File: src/rtl/nibble_store_pkg.sv
// Shared constants and types for the video nibble store and its readers.
// Holds the store geometry, port-B read latency and the reader FSM states.
package nibble_store_pkg;

    localparam int NIB_ADDR_W     = 15;
    localparam int NIB_DATA_W     = 4;
    localparam int NIB_MEM_WORDS  = 20480;
    localparam int NIB_RD_LATENCY = 2;

    typedef enum logic [1:0] {
        IDLE,
        FETCH,
        DRAIN
    } reader_state_t;

endpackage

File: src/rtl/nibble_fifo.sv
// Synchronous show-ahead FIFO with occupancy count and flush.
// Ports:
//   clk, reset   : clock, synchronous active-high reset
//   i_flush      : empties the FIFO at the next edge (wins over push)
//   i_push/i_data: write one entry
//   i_pop        : remove head entry (ignored when empty)
//   o_data       : head entry, valid whenever o_empty is low
//   o_empty      : no entries held
//   o_count      : number of entries held
import nibble_store_pkg::*;

module nibble_fifo #(
    parameter int WIDTH = NIB_DATA_W + 1,
    parameter int DEPTH = 4
) (
    input  logic                           clk,
    input  logic                           reset,
    input  logic                           i_flush,
    input  logic                           i_push,
    input  logic [WIDTH-1:0]               i_data,
    input  logic                           i_pop,
    output logic [WIDTH-1:0]               o_data,
    output logic                           o_empty,
    output logic [$clog2(DEPTH+1)-1:0]     o_count
);

    localparam int PTR_W = (DEPTH > 1) ? $clog2(DEPTH) : 1;
    localparam int CNT_W = $clog2(DEPTH + 1);

    logic [WIDTH-1:0] r_mem [DEPTH];
    logic [PTR_W-1:0] r_wr_ptr;
    logic [PTR_W-1:0] r_rd_ptr;
    logic [CNT_W-1:0] r_count;

    logic w_empty;
    logic w_full;
    logic w_pop;

    assign w_empty = (r_count == '0);
    assign w_full  = (r_count == CNT_W'(DEPTH));
    assign w_pop   = i_pop && !w_empty;

    // Storage needs no reset: only entries below r_count are ever visible.
    always_ff @(posedge clk) begin
        if (i_push) begin
            r_mem[r_wr_ptr] <= i_data;
        end
    end

    always_ff @(posedge clk) begin
        if (reset || i_flush) begin
            r_wr_ptr <= '0;
            r_rd_ptr <= '0;
            r_count  <= '0;
        end else begin
            if (i_push) begin
                r_wr_ptr <= r_wr_ptr + 1'b1;
            end
            if (w_pop) begin
                r_rd_ptr <= r_rd_ptr + 1'b1;
            end
            unique case ({i_push, w_pop})
                2'b10:   r_count <= r_count + 1'b1;
                2'b01:   r_count <= r_count - 1'b1;
                default: r_count <= r_count;
            endcase
        end
    end

    // The writer's credit accounting must never let a push land on a
    // full FIFO unless an entry leaves in the same cycle.
    always_ff @(posedge clk) begin
        a_no_overflow: assert (reset || i_flush || !(i_push && w_full && !w_pop));
    end

    assign o_data  = r_mem[r_rd_ptr];
    assign o_empty = w_empty;
    assign o_count = r_count;

endmodule

File: src/rtl/nibble_frame_reader.sv
// Read-side frame engine for the dual-port nibble store (port B).
// Sweeps BASE_ADDR..BASE_ADDR+FRAME_LEN-1 on start and streams the nibbles
// out as valid/ready with a last marker, using credit-limited prefetch.
// Ports:
//   clk, reset          : clock, synchronous active-high reset
//   start, abort        : one-cycle frame start / cancel pulses
//   busy, done          : frame in progress / completion pulse
//   mem_adb, mem_ceb    : port-B address and read issue
//   mem_oceb            : port-B output register enable
//   mem_doutb           : port-B read data (RD_LATENCY cycles after issue)
//   pix_data/valid/last : output stream towards the pixel serializer
//   pix_ready           : downstream accept
module nibble_frame_reader
    import nibble_store_pkg::*;
#(
    parameter int ADDR_W     = NIB_ADDR_W,
    parameter int DATA_W     = NIB_DATA_W,
    parameter int BASE_ADDR  = 0,
    parameter int FRAME_LEN  = NIB_MEM_WORDS,
    parameter int RD_LATENCY = NIB_RD_LATENCY,
    parameter int FIFO_DEPTH = 4
) (
    input  logic              clk,
    input  logic              reset,
    input  logic              start,
    input  logic              abort,
    output logic              busy,
    output logic              done,
    output logic [ADDR_W-1:0] mem_adb,
    output logic              mem_ceb,
    output logic              mem_oceb,
    input  logic [DATA_W-1:0] mem_doutb,
    output logic [DATA_W-1:0] pix_data,
    output logic              pix_valid,
    input  logic              pix_ready,
    output logic              pix_last
);

    localparam int CTR_W = ADDR_W + 1;
    localparam int CNT_W = $clog2(FIFO_DEPTH + 1);
    localparam int IFL_W = $clog2(RD_LATENCY + 1);
    localparam int SUM_W = $clog2(FIFO_DEPTH + RD_LATENCY + 1) + 1;

    localparam logic [CTR_W-1:0] LAST_IDX = CTR_W'(FRAME_LEN - 1);
    localparam logic [CTR_W-1:0] LEN_C    = CTR_W'(FRAME_LEN);

    generate
        if (BASE_ADDR + FRAME_LEN > NIB_MEM_WORDS) begin : g_bad_window
            $error("nibble_frame_reader: BASE_ADDR+FRAME_LEN exceeds store");
        end
        if (FRAME_LEN < 1) begin : g_bad_len
            $error("nibble_frame_reader: FRAME_LEN must be at least 1");
        end
        if (RD_LATENCY < 1) begin : g_bad_lat
            $error("nibble_frame_reader: RD_LATENCY must be at least 1");
        end
        if (FIFO_DEPTH < RD_LATENCY + 1) begin : g_bad_depth
            $error("nibble_frame_reader: FIFO_DEPTH below RD_LATENCY+1");
        end
        if ((FIFO_DEPTH & (FIFO_DEPTH - 1)) != 0) begin : g_bad_pow2
            $error("nibble_frame_reader: FIFO_DEPTH must be a power of two");
        end
    endgenerate

    reader_state_t r_state;

    logic [CTR_W-1:0]      r_issue_ctr;
    logic [CTR_W-1:0]      r_recv_ctr;
    logic [RD_LATENCY-1:0] r_inflight;
    logic                  r_busy;
    logic                  r_done;
    logic                  r_oceb;

    logic [CNT_W-1:0]  w_fifo_count;
    logic              w_fifo_empty;
    logic [DATA_W:0]   w_fifo_head;
    logic [IFL_W-1:0]  w_inflight_cnt;
    logic [SUM_W-1:0]  w_used;
    logic              w_credit_ok;
    logic              w_issue;
    logic              w_abort;
    logic              w_push;
    logic              w_push_last;
    logic              w_pop;
    logic              w_drained;

    always_comb begin
        w_inflight_cnt = '0;
        for (int i = 0; i < RD_LATENCY; i++) begin
            w_inflight_cnt = w_inflight_cnt + IFL_W'(r_inflight[i]);
        end
    end

    // Credit check uses only registered occupancy; a pop in the same
    // cycle is not credited, so pix_ready never reaches mem_ceb.
    assign w_used      = SUM_W'(w_fifo_count) + SUM_W'(w_inflight_cnt);
    assign w_credit_ok = (w_used < SUM_W'(FIFO_DEPTH));

    assign w_issue     = (r_state == FETCH) && w_credit_ok;
    assign w_abort     = abort && (r_state != IDLE);
    assign w_push      = r_inflight[RD_LATENCY-1];
    assign w_push_last = (r_recv_ctr == LAST_IDX);
    assign w_pop       = !w_fifo_empty && pix_ready;
    assign w_drained   = w_fifo_empty && (r_inflight == '0) &&
                         (r_recv_ctr == LEN_C);

    always_ff @(posedge clk) begin
        if (reset) begin
            r_state     <= IDLE;
            r_issue_ctr <= '0;
            r_recv_ctr  <= '0;
            r_inflight  <= '0;
            r_busy      <= 1'b0;
            r_done      <= 1'b0;
            r_oceb      <= 1'b0;
        end else begin
            r_oceb     <= 1'b1;
            r_done     <= 1'b0;
            r_inflight <= (r_inflight << 1) | RD_LATENCY'(w_issue);

            if (w_issue) begin
                r_issue_ctr <= r_issue_ctr + 1'b1;
            end
            if (w_push) begin
                r_recv_ctr <= r_recv_ctr + 1'b1;
            end

            unique case (r_state)
                IDLE: begin
                    if (start) begin
                        r_state     <= FETCH;
                        r_issue_ctr <= '0;
                        r_recv_ctr  <= '0;
                        r_busy      <= 1'b1;
                    end
                end
                FETCH: begin
                    if (w_issue && (r_issue_ctr == LAST_IDX)) begin
                        r_state <= DRAIN;
                    end
                end
                DRAIN: begin
                    if (w_drained) begin
                        r_state <= IDLE;
                        r_busy  <= 1'b0;
                        r_done  <= 1'b1;
                    end
                end
                default: begin
                    r_state <= IDLE;
                    r_busy  <= 1'b0;
                end
            endcase

            // Clearing the tracker makes late port-B data harmless.
            if (w_abort) begin
                r_state    <= IDLE;
                r_busy     <= 1'b0;
                r_done     <= 1'b0;
                r_inflight <= '0;
            end
        end
    end

    nibble_fifo #(
        .WIDTH (DATA_W + 1),
        .DEPTH (FIFO_DEPTH)
    ) u_fifo (
        .clk     (clk),
        .reset   (reset),
        .i_flush (w_abort),
        .i_push  (w_push),
        .i_data  ({w_push_last, mem_doutb}),
        .i_pop   (w_pop),
        .o_data  (w_fifo_head),
        .o_empty (w_fifo_empty),
        .o_count (w_fifo_count)
    );

    // Issue signals derive only from registers, so they are clean for the
    // whole cycle; the address is held at zero outside FETCH.
    assign mem_ceb  = w_issue;
    assign mem_adb  = (r_state == FETCH) ?
                      ADDR_W'(BASE_ADDR) + r_issue_ctr[ADDR_W-1:0] : '0;
    assign mem_oceb = r_oceb;

    assign pix_valid = !w_fifo_empty;
    assign pix_data  = pix_valid ? w_fifo_head[DATA_W-1:0] : '0;
    assign pix_last  = pix_valid && w_fifo_head[DATA_W];

    assign busy = r_busy;
    assign done = r_done;

endmodule

File: config.mk
export PLATFORM = sky130hd
export DESIGN_NAME = nibble_frame_reader
export DESIGN_NICKNAME = d
export VERILOG_FILES = /design/src/rtl/nibble_store_pkg.sv /design/src/rtl/nibble_fifo.sv /design/src/rtl/nibble_frame_reader.sv
export SDC_FILE = /design/constraint.sdc
export NUM_CORES = 1
export LEC_CHECK = 0
export CAP_MARGIN = 10
export CORE_ASPECT_RATIO = 0.7
export CORE_MARGIN = 3
export CORE_UTILIZATION = 26
export DETAILED_ROUTE_END_ITERATION = 10
export HOLD_SLACK_MARGIN = 0.08
export PLACE_DENSITY = 0.47
export SKIP_LAST_GASP = 1
export SLEW_MARGIN = 20
export SYNTH_ARGS = -nofsm -noshare
export SYNTH_HDL_FRONTEND = slang
export SYNTH_SLANG_ARGS = --single-unit
export TNS_END_PERCENT = 30
File: constraint.sdc
create_clock -name clk -period 3.2 [get_ports clk]
set_clock_uncertainty 0.05 [all_clocks]
set_input_delay 0.64 -clock clk [delete_from_list [all_inputs] [get_ports clk]]
set_output_delay 0.64 -clock clk [all_outputs]
set_load 0.02 [all_outputs]
# Word level (Yosys, flattened, before mapping)
# Memories as Yosys holds them, arrays and structs flattened. A register that Yosys moved wholly into a read port is not among the register bits.
# Index checks and enable logic that the tools add are counted.
# classes
eq_ne,10
magnitude_cmp,1
reduce_logical,19
div,0
bitwise,3
shift,0
n_mux,22
addsub,8
n_mul,0
# ops
cell,count
2-to-1 mux 16 bit,6
"equality test 16 x 15 -> 1 bit, second input constant",3
"adder 16 x 1 -> 16 bit, second input constant",2
2-to-1 mux 15 bit,1
2-to-1 mux 2 bit,5
logical AND 1 bit,8
2-to-1 mux 1 bit,6
"inequality test 2 bit, second input constant",3
case mux 2 bit (3 select lines),1
case mux 3 bit (2 select lines),1
AND reduction 3 bit,2
"adder 2 x 1 -> 2 bit, second input constant",2
adder 3 x 2 -> 4 bit,1
"equality test 2 x 1 -> 1 bit, second input constant",2
"equality test 2 bit, second input constant",2
logical NOT 2 bit,2
"< comparator 4 x 3 -> 1 bit, second input constant",1
2-to-1 mux 4 bit,1
nonzero test 2 bit,2
"adder 3 x 1 -> 3 bit, second input constant",1
logical NOT 3 bit,1
case mux 1 bit (3 select lines),1
OR reduction 3 bit,1
"subtractor 3 x 1 -> 3 bit, second input constant",1
6 further kinds,7
# word_totals
romBits,0
ff_bits,46
wordCells,74
latchBits,0
inputBits,9
n_memories,1
output_inout_bits,25
ramBits,20
# memory_table
memory,depth,word_bits,rd,rd_ports_with_merged_regs,write_ports,line_no,source
u_fifo.r_mem,4,5,1,1,1,nibble_fifo.sv:30,logic [WIDTH-1:0] r_mem [DEPTH];

# Depth between registers and ports, before layout
# Gate-level depths: netlist of run 1.
# logic_depth
depth_word,7
mapped_depth,9
depth_no_buf,8

# By module
# Synthesis of run 1 repeated with hierarchy kept, for this count alone.
# hier_totals
hier_cells,313
hier_area_um2,3131.8
# modules_own_cells
mod,instances,cells_each,seq_area_each_um2,area_per_inst_um2
nibble_frame_reader,1,237,780.7,1964.4
nibble_fifo,1,76,780.7,1167.4

# Worst setup path before layout of run 1
# OpenSTA, ideal clock, no wires.
# synth_timing
kind,reg-to-reg
from,"reg u_fifo.r_count[0], in the netlist u_fifo.o_count[0]"
to,"reg u_fifo.r_count[2], in the netlist u_fifo.o_count[2]"
setup_ns,0.071
stages_incl_launch_ff,10
slack_ns,0.929
required_time_ns,3.079
t_arrival_ns,2.151
synth_period_minus_slack_ns,2.271
cell_sequence,dfxtp_1 or3_1 clkbuf_1 and2_1 ha_1 inv_1 fa_1 xor2_1 or3_1 a21oi_1
# synth_via
elab_chain_len,6
word_cells_on_any_way,10
# synth_lines
element,line_no,source
from (decl),nibble_fifo.sv:33,logic [CNT_W-1:0] r_count;
from (signal assigned),nibble_fifo.sv:63,2'b10: r_count <= r_count + 1'b1;
from (signal assigned),nibble_fifo.sv:64,2'b01: r_count <= r_count - 1'b1;
from (signal assigned),nibble_fifo.sv:65,default: r_count <= r_count;
logical NOT 3 bit *,nibble_fifo.sv:39,assign w_empty = (r_count == '0);
logical NOT 1 bit *,--,
via pix_valid,nibble_frame_reader.sv:34,"output logic pix_valid,"
logical AND 1 bit,nibble_frame_reader.sv:103,assign w_pop = !w_fifo_empty && pix_ready;
logical AND 1 bit *,nibble_fifo.sv:41,assign w_pop = i_pop && !w_empty;
equality test 2 x 1 -> 1 bit or equality test 2 bit (tied branches),nibble_fifo.sv:62,"unique case ({i_push, w_pop})"
case mux 3 bit (2 select lines) or nonzero test 2 bit (tied branches),--,
# The timed path passes the listed nets; every way through them passes the cells marked *.
# A chain may end at the register's enable or synchronous reset.

# Worst setup path in the final report of run 1
# layout_timing
from,"reg u_fifo.r_count[0], in the netlist u_fifo.o_count[0]"
to,out mem_ceb
# layout_via
elab_chain_len,3
# layout_lines
element,line_no,source
adder 3 x 2 -> 4 bit,nibble_frame_reader.sv:96,assign w_used = SUM_W'(w_fifo_count) + SUM_W'(w_inflight_cnt);
< comparator 4 x 3 -> 1 bit,nibble_frame_reader.sv:97,assign w_credit_ok = (w_used < SUM_W'(FIFO_DEPTH));
logical AND 1 bit,nibble_frame_reader.sv:99,assign w_issue = (r_state == FETCH) && w_credit_ok;
to (decl),nibble_frame_reader.sv:30,"output logic mem_ceb,"
# No other way between the ends.

==> results.sh, run 1 <==
export IMPL_htree_num_levels=3
export IMPL_root_buffer="clkbuf_16"
export IMPL_layout_nets=372
export IMPL_synthTopCellsByCount="dfxtp_1, nor2_1, and2_1"
export IMPL_synth_top_area_frac=0.305
export IMPL_num_vias=2387
export IMPL_grt_pass1_vias=2264
export IMPL_synth_fp_nets=333
export IMPL_cp_end_kind="output port"
export IMPL_track_usage=0.113
export IMPL_avgSynthCellArea_sq_um=10.0
export IMPL_worstPathRequired_ps=2510
export IMPL_max_slew_margin=0.627
export IMPL_reg2regPathDepth=8
export IMPL_routedWlPerCell_um=13.7
export IMPL_hp_class="reg -> reg"
export IMPL_cts_inserted_buffers=9
export IMPL_io_buffers=33
export IMPL_hold_buffers=0
export IMPL_p_per_area_nw_per_um2=485
export IMPL_fin_crit_sh=0.907
export IMPL_dr_first_iter_drc_count=148
export IMPL_ys_ff_latch=68
export IMPL_final_max_slew_viol_count=0
export IMPL_ant_nets=0
export IMPL_async_flop_share=0
export IMPL_status="finished, final reports clean"
export IMPL_postCtsResizedCells=0
export IMPL_die_area_sq_um=13500
export IMPL_synth_top_flop_cell="dfxtp_1"
export IMPL_synth_top_cells_by_area="dfxtp_1, edfxtp_1, and2_1"
export IMPL_holdPathStages=2
export IMPL_die_w_um=138
export IMPL_setup_viol=0
export IMPL_cts_tree="built"
export IMPL_clk_pin_slew_ps=50
export IMPL_cts_path_max_buffers=2
export IMPL_synth_area_leader_cell="dfxtp_1"
export IMPL_hold_viol_final=0
export IMPL_antenna_cells=0
export IMPL_wirelength_mm=6.99
export IMPL_crit_fanout=5
export IMPL_area_delta_synth_final_pct=24.8
export IMPL_cp_start_kind="register"
export IMPL_worstPathArrival_ps=2210
export IMPL_core_sq_um=11400
export IMPL_critPathKind="reg -> out"
export IMPL_setup_tns_ps=0
export IMPL_cap_violations=0
export IMPL_yosysMostFrequentCell="dfxtp_1"
export IMPL_max_freq_mhz=345
export IMPL_hold_slack_ps=427
export IMPL_seq_area_frac_synth=0.495
export IMPL_gp_congestion=0.763
export IMPL_ir_worst_vdd_mv=0.210
export IMPL_viasPerCell=4.67
export IMPL_io_pins=34
export IMPL_hpwl_mm=5.13
export IMPL_cts_setup_buffers=0
export IMPL_num_rows=32
export IMPL_synth_edf_count=20
export IMPL_grt_pass1_wl_mm=11.9
export IMPL_cts_sinks=68
export IMPL_synthDistinctLibCells=42
export IMPL_leakagePower_nw=1.30
export IMPL_start_util=0.277
export IMPL_final_fill_count=1152
export IMPL_rsz0062_at_grt="false"
export IMPL_grt_max_degree=16
export IMPL_tightest_slew_ps=557
export IMPL_synth_cell_area_sq_um=3160
export IMPL_synthCells=314
export IMPL_antenna_found_initial=0
export IMPL_layout_drive_gt1_share=0.0670
export IMPL_drc=0
export IMPL_grt_ovfl_total=0
export IMPL_drtPass1Iterations=4
export IMPL_min_period_ps=2900
export IMPL_floorplan_die_height_um=98.2
export IMPL_yosys_warnings=0
export IMPL_insertion_delay_ps=330
==> worst max-delay path, cell delays in order (launching register included) <==
cell             delay (ps)
dfxtp_1                 380
ha_1                    250
a21oi_1                 320
o211a_1                 290
clkdlybuf4s50_1         640
==> final cells by class <==
cell class | count | area (sq um) | area share
well taps | 153 | 191 | 0.0486
clock inverters | 2 | 10.0 | 0.00254
inverters | 16 | 60.1 | 0.0153
multi-input cells | 220 | 1490 | 0.379
clock buffers | 14 | 254 | 0.0645
repair buffers | 38 | 368 | 0.0934
flip-flops and latches | 68 | 1560 | 0.397
==> sequential cells by signal, indices dropped and copies added (netlist names), named ones only <==
name,count
u_fifo.r_mem,20
r_issue_ctr,16
r_recv_ctr,16
u_fifo.o_count,3
r_inflight,2
r_state,2
u_fifo.r_rd_ptr,2
u_fifo.r_wr_ptr,2
busy,1
done,1
mem_oceb,1
==> cell families (layout without fill, tap and decap cells) <==
family | count (synthesis) | count (layout) | share of synthesized area
AOI/OAI and AO/OA | 43 | 43 | 0.0872
xor gates and xnor gates | 15 | 15 | 0.0416
adders and majority gates | 10 | 10 | 0.0420
buffers and inverters | 26 | 70 | 0.0321
DFF | 68 | 68 | 0.495
muxes | 11 | 11 | 0.0547
and+or+nand+nor | 141 | 141 | 0.247
==> cells in the final DEF, fill, tap and decap left out, types with 3 or more instances in the layout <==
master	instances
dfxtp_1	48
clkdlybuf4s50_1	33
nor2_1	28
and2_1	25
nand2_1	20
edfxtp_1	20
inv_1	16
a21oi_1	16
or3_1	13
nand4_1	10
nand3_1	10
or4_1	9
o21ai_0	9
ha_1	9
clkbuf_16	9
xnor2_1	8
xor2_1	7
o31ai_1	7
nor3_1	6
mux2i_1	6
mux4_2	5
buf_4	5
and4_1	4
clkbuf_1	4
and3_1	3
nor4_1	3
==> worst paths after layout <==
check / startpoint / endpoint / slack, ps
max: u_fifo.o_count[0] / mem_ceb / 300
min reg2reg: r_issue_ctr[2] / r_issue_ctr[2] / 430
min: r_issue_ctr[2] / r_issue_ctr[2] / 430
max reg2reg: u_fifo.o_count[0] / u_fifo.o_count[2] / 870
==> where the power goes <==
| group | switching [W] | internal, W |
|---|---|---|
| logic | 0.0000637 | 0.0000531 |
| clock network | 0.000339 | 0.000543 |
| registers | 0.0000119 | 0.000897 |
==> metal layers <==
metal  vias to the layer above  routed length [um]  global-route usage
met5                         -                   0                   0
met4                         0                  93              0.0391
met3                         7                 260              0.0391
met2                        29                2860               0.152
met1                      1126                3770               0.165
li1                       1225                   -                   -
==> metrics by stage <==
| stage | power [W] | util | cells | setup slack (ps) | area, sq um |
|---|---|---|---|---|---|
| 2_1_floorplan | 0.000992 | - | 314 | 929 | 3160 |
| 3_3_place_gp | 0.00104 | 0.322 | 495 | 630 | 3670 |
| 3_5_place_dp | 0.00105 | 0.322 | 495 | 567 | 3670 |
| 4_1_cts | 0.00194 | 0.345 | 511 | 279 | 3940 |
| 5_1_grt | 0.00199 | 0.345 | 511 | 196 | 3940 |
| 6_report | 0.00191 | 0.345 | 511 | 299 | 3940 |
No activity file was read; power rests on OpenSTA's default activity.
==> run 2: changes to the inputs <==
SYNTH_HIERARCHICAL = 1   (was not set)
==> run 2 against run 1 <==
Against the previous run:
- synthesized cell count shrank 0.32%
- maximum frequency grew 0.33%
- clock power grew 2.6%
- critical path depth shrank 1
- register-to-register slack lost 120 ps
- combinational power shrank 25%
- sequential share of layout area grew 0.50 points
- wire length shrank 4.5%
- critical path type unchanged
==> results.sh, run 2 <==
export IMPL_synth_top_family_by_area="simple AND/OR/NAND/NOR gates"
export IMPL_seq_area_sq_um=1560
export IMPL_grt_ovfl_total=0
export IMPL_final_common_cell="dfxtp_1"
export IMPL_largestRegisters="u_fifo/r_mem x20, r_issue_ctr x16, r_recv_ctr x16"
export IMPL_yosys_warnings=6
export IMPL_gp_congestion=0.725
export IMPL_synthDistinctLibCells=42
export IMPL_async_flop_share=0
export IMPL_synth_top_cells_by_area="dfxtp_1, edfxtp_1, nor2_1"
export IMPL_synthTopCellsByCount="dfxtp_1, nor2_1, edfxtp_1"
export IMPL_holdPathStages=2
export IMPL_tightest_slew_ps=653
export IMPL_status="finished, final reports clean"
export IMPL_mostFrequentLayoutCells="dfxtp_1, nor2_1, clkdlybuf4s50_1, edfxtp_1, inv_1"
export IMPL_wirelength_mm=6.68
export IMPL_multi_input_area_sq_um=1440
export IMPL_num_rows=32
export IMPL_cts_path_max_buffers=2
export IMPL_insertion_delay_ps=330
export IMPL_critPathKind="reg -> out"
export IMPL_hold_buffers=0
export IMPL_fin_crit_sh=0.904
export IMPL_grt_pass1_vias=2243
export IMPL_io_buffers=33
export IMPL_synth_cell_area_sq_um=3130
export IMPL_cp_start_kind="register"
export IMPL_cts_sinks=68
export IMPL_max_slew_margin=0.563
export IMPL_synth_top_flop_cell="dfxtp_1"
export IMPL_drtPass1Iterations=4
export IMPL_crit_fanout=11
export IMPL_grt_pass1_wl_mm=11.2
export IMPL_setup_tns_ps=0
export IMPL_htree_num_levels=3
export IMPL_start_util=0.275
export IMPL_synth_top_area_frac=0.307
export IMPL_postCtsResizedCells=0
export IMPL_synthSimpleGateAreaFrac=0.233
export IMPL_muxShareOfSynthArea=0.0519
export IMPL_synth_area_leader_cell="dfxtp_1"
export IMPL_max_freq_mhz=346
export IMPL_num_vias=2303
export IMPL_hp_class="reg -> reg"
export IMPL_worstPathRequired_ps=2510
export IMPL_dr_first_iter_drc_count=124
export IMPL_hold_viol_final=0
export IMPL_antenna_found_initial=0
export IMPL_yosysMostFrequentCell="dfxtp_1"
export IMPL_core_sq_um=11400
export IMPL_synth_compound_area_frac=0.0727
export IMPL_final_fill_count=1157
export IMPL_grt_max_degree=31
export IMPL_seq_area_frac_synth=0.499
export IMPL_cts_inserted_buffers=9
export IMPL_cap_violations=0
export IMPL_rsz0062_at_grt="false"
export IMPL_io_pins=34
export IMPL_cts_tree="built"
export IMPL_area_delta_synth_final_pct=24.2
export IMPL_root_buffer="clkbuf_16"
export IMPL_die_w_um=137
export IMPL_hpwl_mm=4.72
export IMPL_min_period_ps=2890
export IMPL_ir_worst_vdd_mv=0.238
export IMPL_cp_end_kind="output port"
export IMPL_leakagePower_nw=1.25
export IMPL_routedWlPerCell_um=13.2
export IMPL_antenna_cells=0
export IMPL_final_max_slew_viol_count=0
export IMPL_synth_fp_nets=332
export IMPL_synthCells=313
export IMPL_layout_drive_gt1_share=0.0737
export IMPL_synth_edf_count=20
export IMPL_drc=0
export IMPL_die_area_sq_um=13400
export IMPL_synth_xor_area_frac=0.0587
export IMPL_largest_reg_flops=20
export IMPL_track_usage=0.106
export IMPL_reg2regPathDepth=11
export IMPL_ys_ff_latch=68
export IMPL_viasPerCell=4.55
export IMPL_setup_viol=0
export IMPL_final_core_util=0.342
export IMPL_ant_nets=0
export IMPL_regMostFlops="u_fifo/r_mem"
export IMPL_synthAdderAreaFrac=0.0423
export IMPL_worstPathArrival_ps=2200
export IMPL_layout_nets=367
export IMPL_avgSynthCellArea_sq_um=10.0
export IMPL_clk_pin_slew_ps=50
export IMPL_floorplan_die_height_um=97.8
export IMPL_p_per_area_nw_per_um2=488
export IMPL_cts_setup_buffers=0
## run 2: cell count changes in the layout (fill, tap and decap cells not counted), sizes merged, moves of 3 or more
cell    delta
and2      -10
nor2b      +8
nand2      -7
nor2       +7
xnor2      +7
nor4       +5
or4        -5
o31ai      -4
and4       -3
inv        +3
o211ai     -3
## run 2: cell type report
type,count,area share
clock buffer,14,0.0679
clock inverter,2,0.00257
inverter,19,0.0183
multi-input combinational,214,0.370
sequential,68,0.402
tap,153,0.0492
timing repair buffer,36,0.0907
## run 2: cell families (layout without fill, tap and decap cells)
logic type | count (synthesis) | count (layout)
simple gates | 135 | 135
compound gates | 38 | 38
buf+inv | 31 | 71
mux | 10 | 10
fa+ha+maj | 10 | 10
xor+xnor | 21 | 21
flops | 68 | 68
## run 2: layer usage
layer / routed length, um / global-route usage / vias to the layer above / share of wire
met1: 3570 / 0.154 / 1089 / 0.53
met5: 0 / 0 / - / 0
met4: 82 / 0.0345 / 0 / 0.012
li1: - / - / 1172 / -
met3: 273 / 0.0381 / 9 / 0.041
met2: 2750 / 0.146 / 33 / 0.41
## run 2: worst paths after layout
kind,startpoint,end,slack (ps)
worst max-delay path,r_state[0],mem_adb[10],310
worst min-delay path,r_inflight[0],r_inflight[1],420
worst max register to register,u_fifo/o_count[1],u_fifo/o_count[2],750
worst min register to register,r_inflight[0],r_inflight[1],420
## run 2: power breakdown
group	leakage [nW]	internal (W)	total [W]	switching (W)
sequential	0.566	0.000895	0.000903	0.00000864
clock	0.137	0.000564	0.000905	0.000341
combinational	0.551	0.0000380	0.0000880	0.0000500
total	1.25	0.00150	0.00190	0.000399
## run 2: critical path: stages (launching register included)
cell and delay [ps]:
dfxtp_1 470, nor2b_1 590, and2_1 210, clkdlybuf4s50_1 610
## run 2: stage by stage
step                      setup WS, ps  std cells  area [sq um]  power (W)  hold WS, ps
after CTS                          260        506          3890    0.00193          421
after floorplan                    816        313          3130   0.000970          376
final                              308        506          3890    0.00190          420
after global routing               109        506          3890    0.00197          460
after global placement             483        490          3610    0.00101          403
after detailed placement           431        490          3610    0.00101          414
==> run 3: changes to the inputs <==
CORE_MARGIN = not set   (was 3)
TNS_END_PERCENT = not set   (was 30)
==> run 3 against run 2 <==
Against the previous run:
- clock power rose by 0.6%
- via count fell by 1.4%
- non-clock buffer count increased by 1
- wire length shrank 2.5%
- register-to-register slack improved by 30 ps
- combinational power is essentially flat
- critical path depth grew 1
- worst hold slack lost 11 ps
- clock-buffer cell count down 1
- sequential power hardly changed
- critical endpoint is now mem_ceb
- largest cell class unchanged
==> results.sh, run 3 (synthesis results as in run 2) <==
export IMPL_largestRegisters="u_fifo/r_mem x20, r_issue_ctr x16, r_recv_ctr x16"
export IMPL_status="finished, final reports clean"
export IMPL_grt_max_degree=31
export IMPL_io_pins=34
export IMPL_mostFrequentLayoutCells="dfxtp_1, nor2_1, clkdlybuf4s50_1, edfxtp_1, inv_1"
export IMPL_pre_cts_ws_ps=431
export IMPL_antenna_found_initial=0
export IMPL_tightest_slew_ps=616
export IMPL_cts_inserted_buffers=9
export IMPL_area_delta_synth_final_pct=24.8
export IMPL_hpwl_mm=4.61
export IMPL_cp_start_kind="register"
export IMPL_crit_fanout=5
export IMPL_layout_nets=368
export IMPL_num_rows=33
export IMPL_floorplan_die_height_um=93.8
export IMPL_max_freq_mhz=350
export IMPL_layout_drive_gt1_share=0.0793
export IMPL_start_util=0.267
export IMPL_fin_crit_sh=0.892
export IMPL_cap_violations=0
export IMPL_core_sq_um=11700
export IMPL_drc=0
export IMPL_ir_worst_vdd_mv=0.226
export IMPL_p_per_area_nw_per_um2=487
export IMPL_p_clk_frac=0.478
export IMPL_wirelength_mm=6.51
export IMPL_switching_share=0.203
export IMPL_regMostFlops="u_fifo/r_mem"
export IMPL_hold_viol_final=0
export IMPL_num_vias=2271
export IMPL_fin_area_sq_um=3910
export IMPL_p_comb_frac=0.046
export IMPL_holdPathStages=2
export IMPL_gp_congestion=0.729
export IMPL_setup_viol=0
export IMPL_hp_class="reg -> reg"
export IMPL_clk_pin_slew_ps=50
export IMPL_die_w_um=133
export IMPL_p_switching_w=0.000387
export IMPL_viasPerCell=4.45
export IMPL_largest_reg_flops=20
export IMPL_cts_path_max_buffers=2
export IMPL_cts_tree="built"
export IMPL_stdcell_count=510
export IMPL_final_fill_count=1188
export IMPL_pwr_share_seq=0.475
export IMPL_antenna_cells=0
export IMPL_grt_ovfl_total=0
export IMPL_routedWlPerCell_um=12.8
export IMPL_setup_slack_ps=346
export IMPL_io_buffers=33
export IMPL_cp_end_kind="output port"
export IMPL_cts_setup_buffers=0
export IMPL_setup_tns_ps=0
export IMPL_rsz0062_at_grt="false"
export IMPL_final_common_cell="dfxtp_1"
export IMPL_grt_pass1_vias=2186
export IMPL_drtPass1Iterations=6
export IMPL_p_total_w=0.00190
export IMPL_reg2reg_slack_ps=780
export IMPL_worstPathArrival_ps=2160
export IMPL_grt_pass1_wl_mm=10.8
export IMPL_intPower_w=0.00152
export IMPL_min_period_ps=2850
export IMPL_cts_sinks=68
export IMPL_track_usage=0.111
export IMPL_final_max_slew_viol_count=0
export IMPL_worstPathRequired_ps=2510
export IMPL_insertion_delay_ps=320
export IMPL_max_slew_margin=0.590
export IMPL_dr_first_iter_drc_count=96
export IMPL_post_place_cells=495
export IMPL_htree_num_levels=3
export IMPL_critPathKind="reg -> out"
export IMPL_reg2regPathDepth=11
export IMPL_root_buffer="clkbuf_16"
export IMPL_die_area_sq_um=12500
export IMPL_hold_buffers=0
export IMPL_ant_nets=0
export IMPL_leakagePower_nw=1.26
export IMPL_postCtsResizedCells=0
export IMPL_placed_cell_area_sq_um=3630
[run 3: cell types whose count changed in the layout (fill, tap and decap cells not counted), sizes merged]
cell,before,now
clkbuf,14,13
buf,3,4
[run 3: layout make-up]
class / instances / area [sq um] / share of cell area
sequential: 68 / 1560 / 0.400
clock inverter: 2 / 10.0 / 0.00256
inverter: 19 / 71.3 / 0.0183
clock buffer: 13 / 270 / 0.0692
tap: 157 / 196 / 0.0503
timing repair buffer: 37 / 360 / 0.0922
multi-input combinational: 214 / 1440 / 0.368
[run 3: worst paths after layout]
path	from	end
max	u_fifo/o_count[0]	mem_ceb
max reg2reg	u_fifo/o_count[1]	u_fifo/o_count[2]
min	r_inflight[0]	r_inflight[1]
min reg2reg	r_inflight[0]	r_inflight[1]
[run 3: worst max-delay path, stage by stage (launching register included)]
cell	delay (ps)
dfxtp_1	410
ha_1	260
a21o_1	200
a211oi_1	300
clkdlybuf4s50_1	660
[run 3: layer usage]
metal  part of all wire  global-route usage  vias up
met3              0.031              0.0351        7
li1                   -                   -     1175
met2               0.41               0.164       24
met4              0.010              0.0360        0
met5                  0                   0        -
met1               0.55               0.152     1065
[run 3: power by group through the flow]
stage / clock network [W] / registers (W) / logic [W]
3_3_place_gp: 0 / 0.000922 / 0.0000889
6_report: 0.000910 / 0.000904 / 0.0000881
4_1_cts: 0.000939 / 0.000904 / 0.0000904
5_1_grt: 0.000972 / 0.000905 / 0.0000985
2_1_floorplan: 0 / 0.000922 / 0.0000482
3_5_place_dp: 0 / 0.000922 / 0.0000897
[run 3: stage by stage]
step,utilization,hold slack [ps]
finish,0.333,409
global route,0.333,442
CTS,0.333,417
detailed placement,0.309,407
global placement,0.309,405
floorplan,-,376
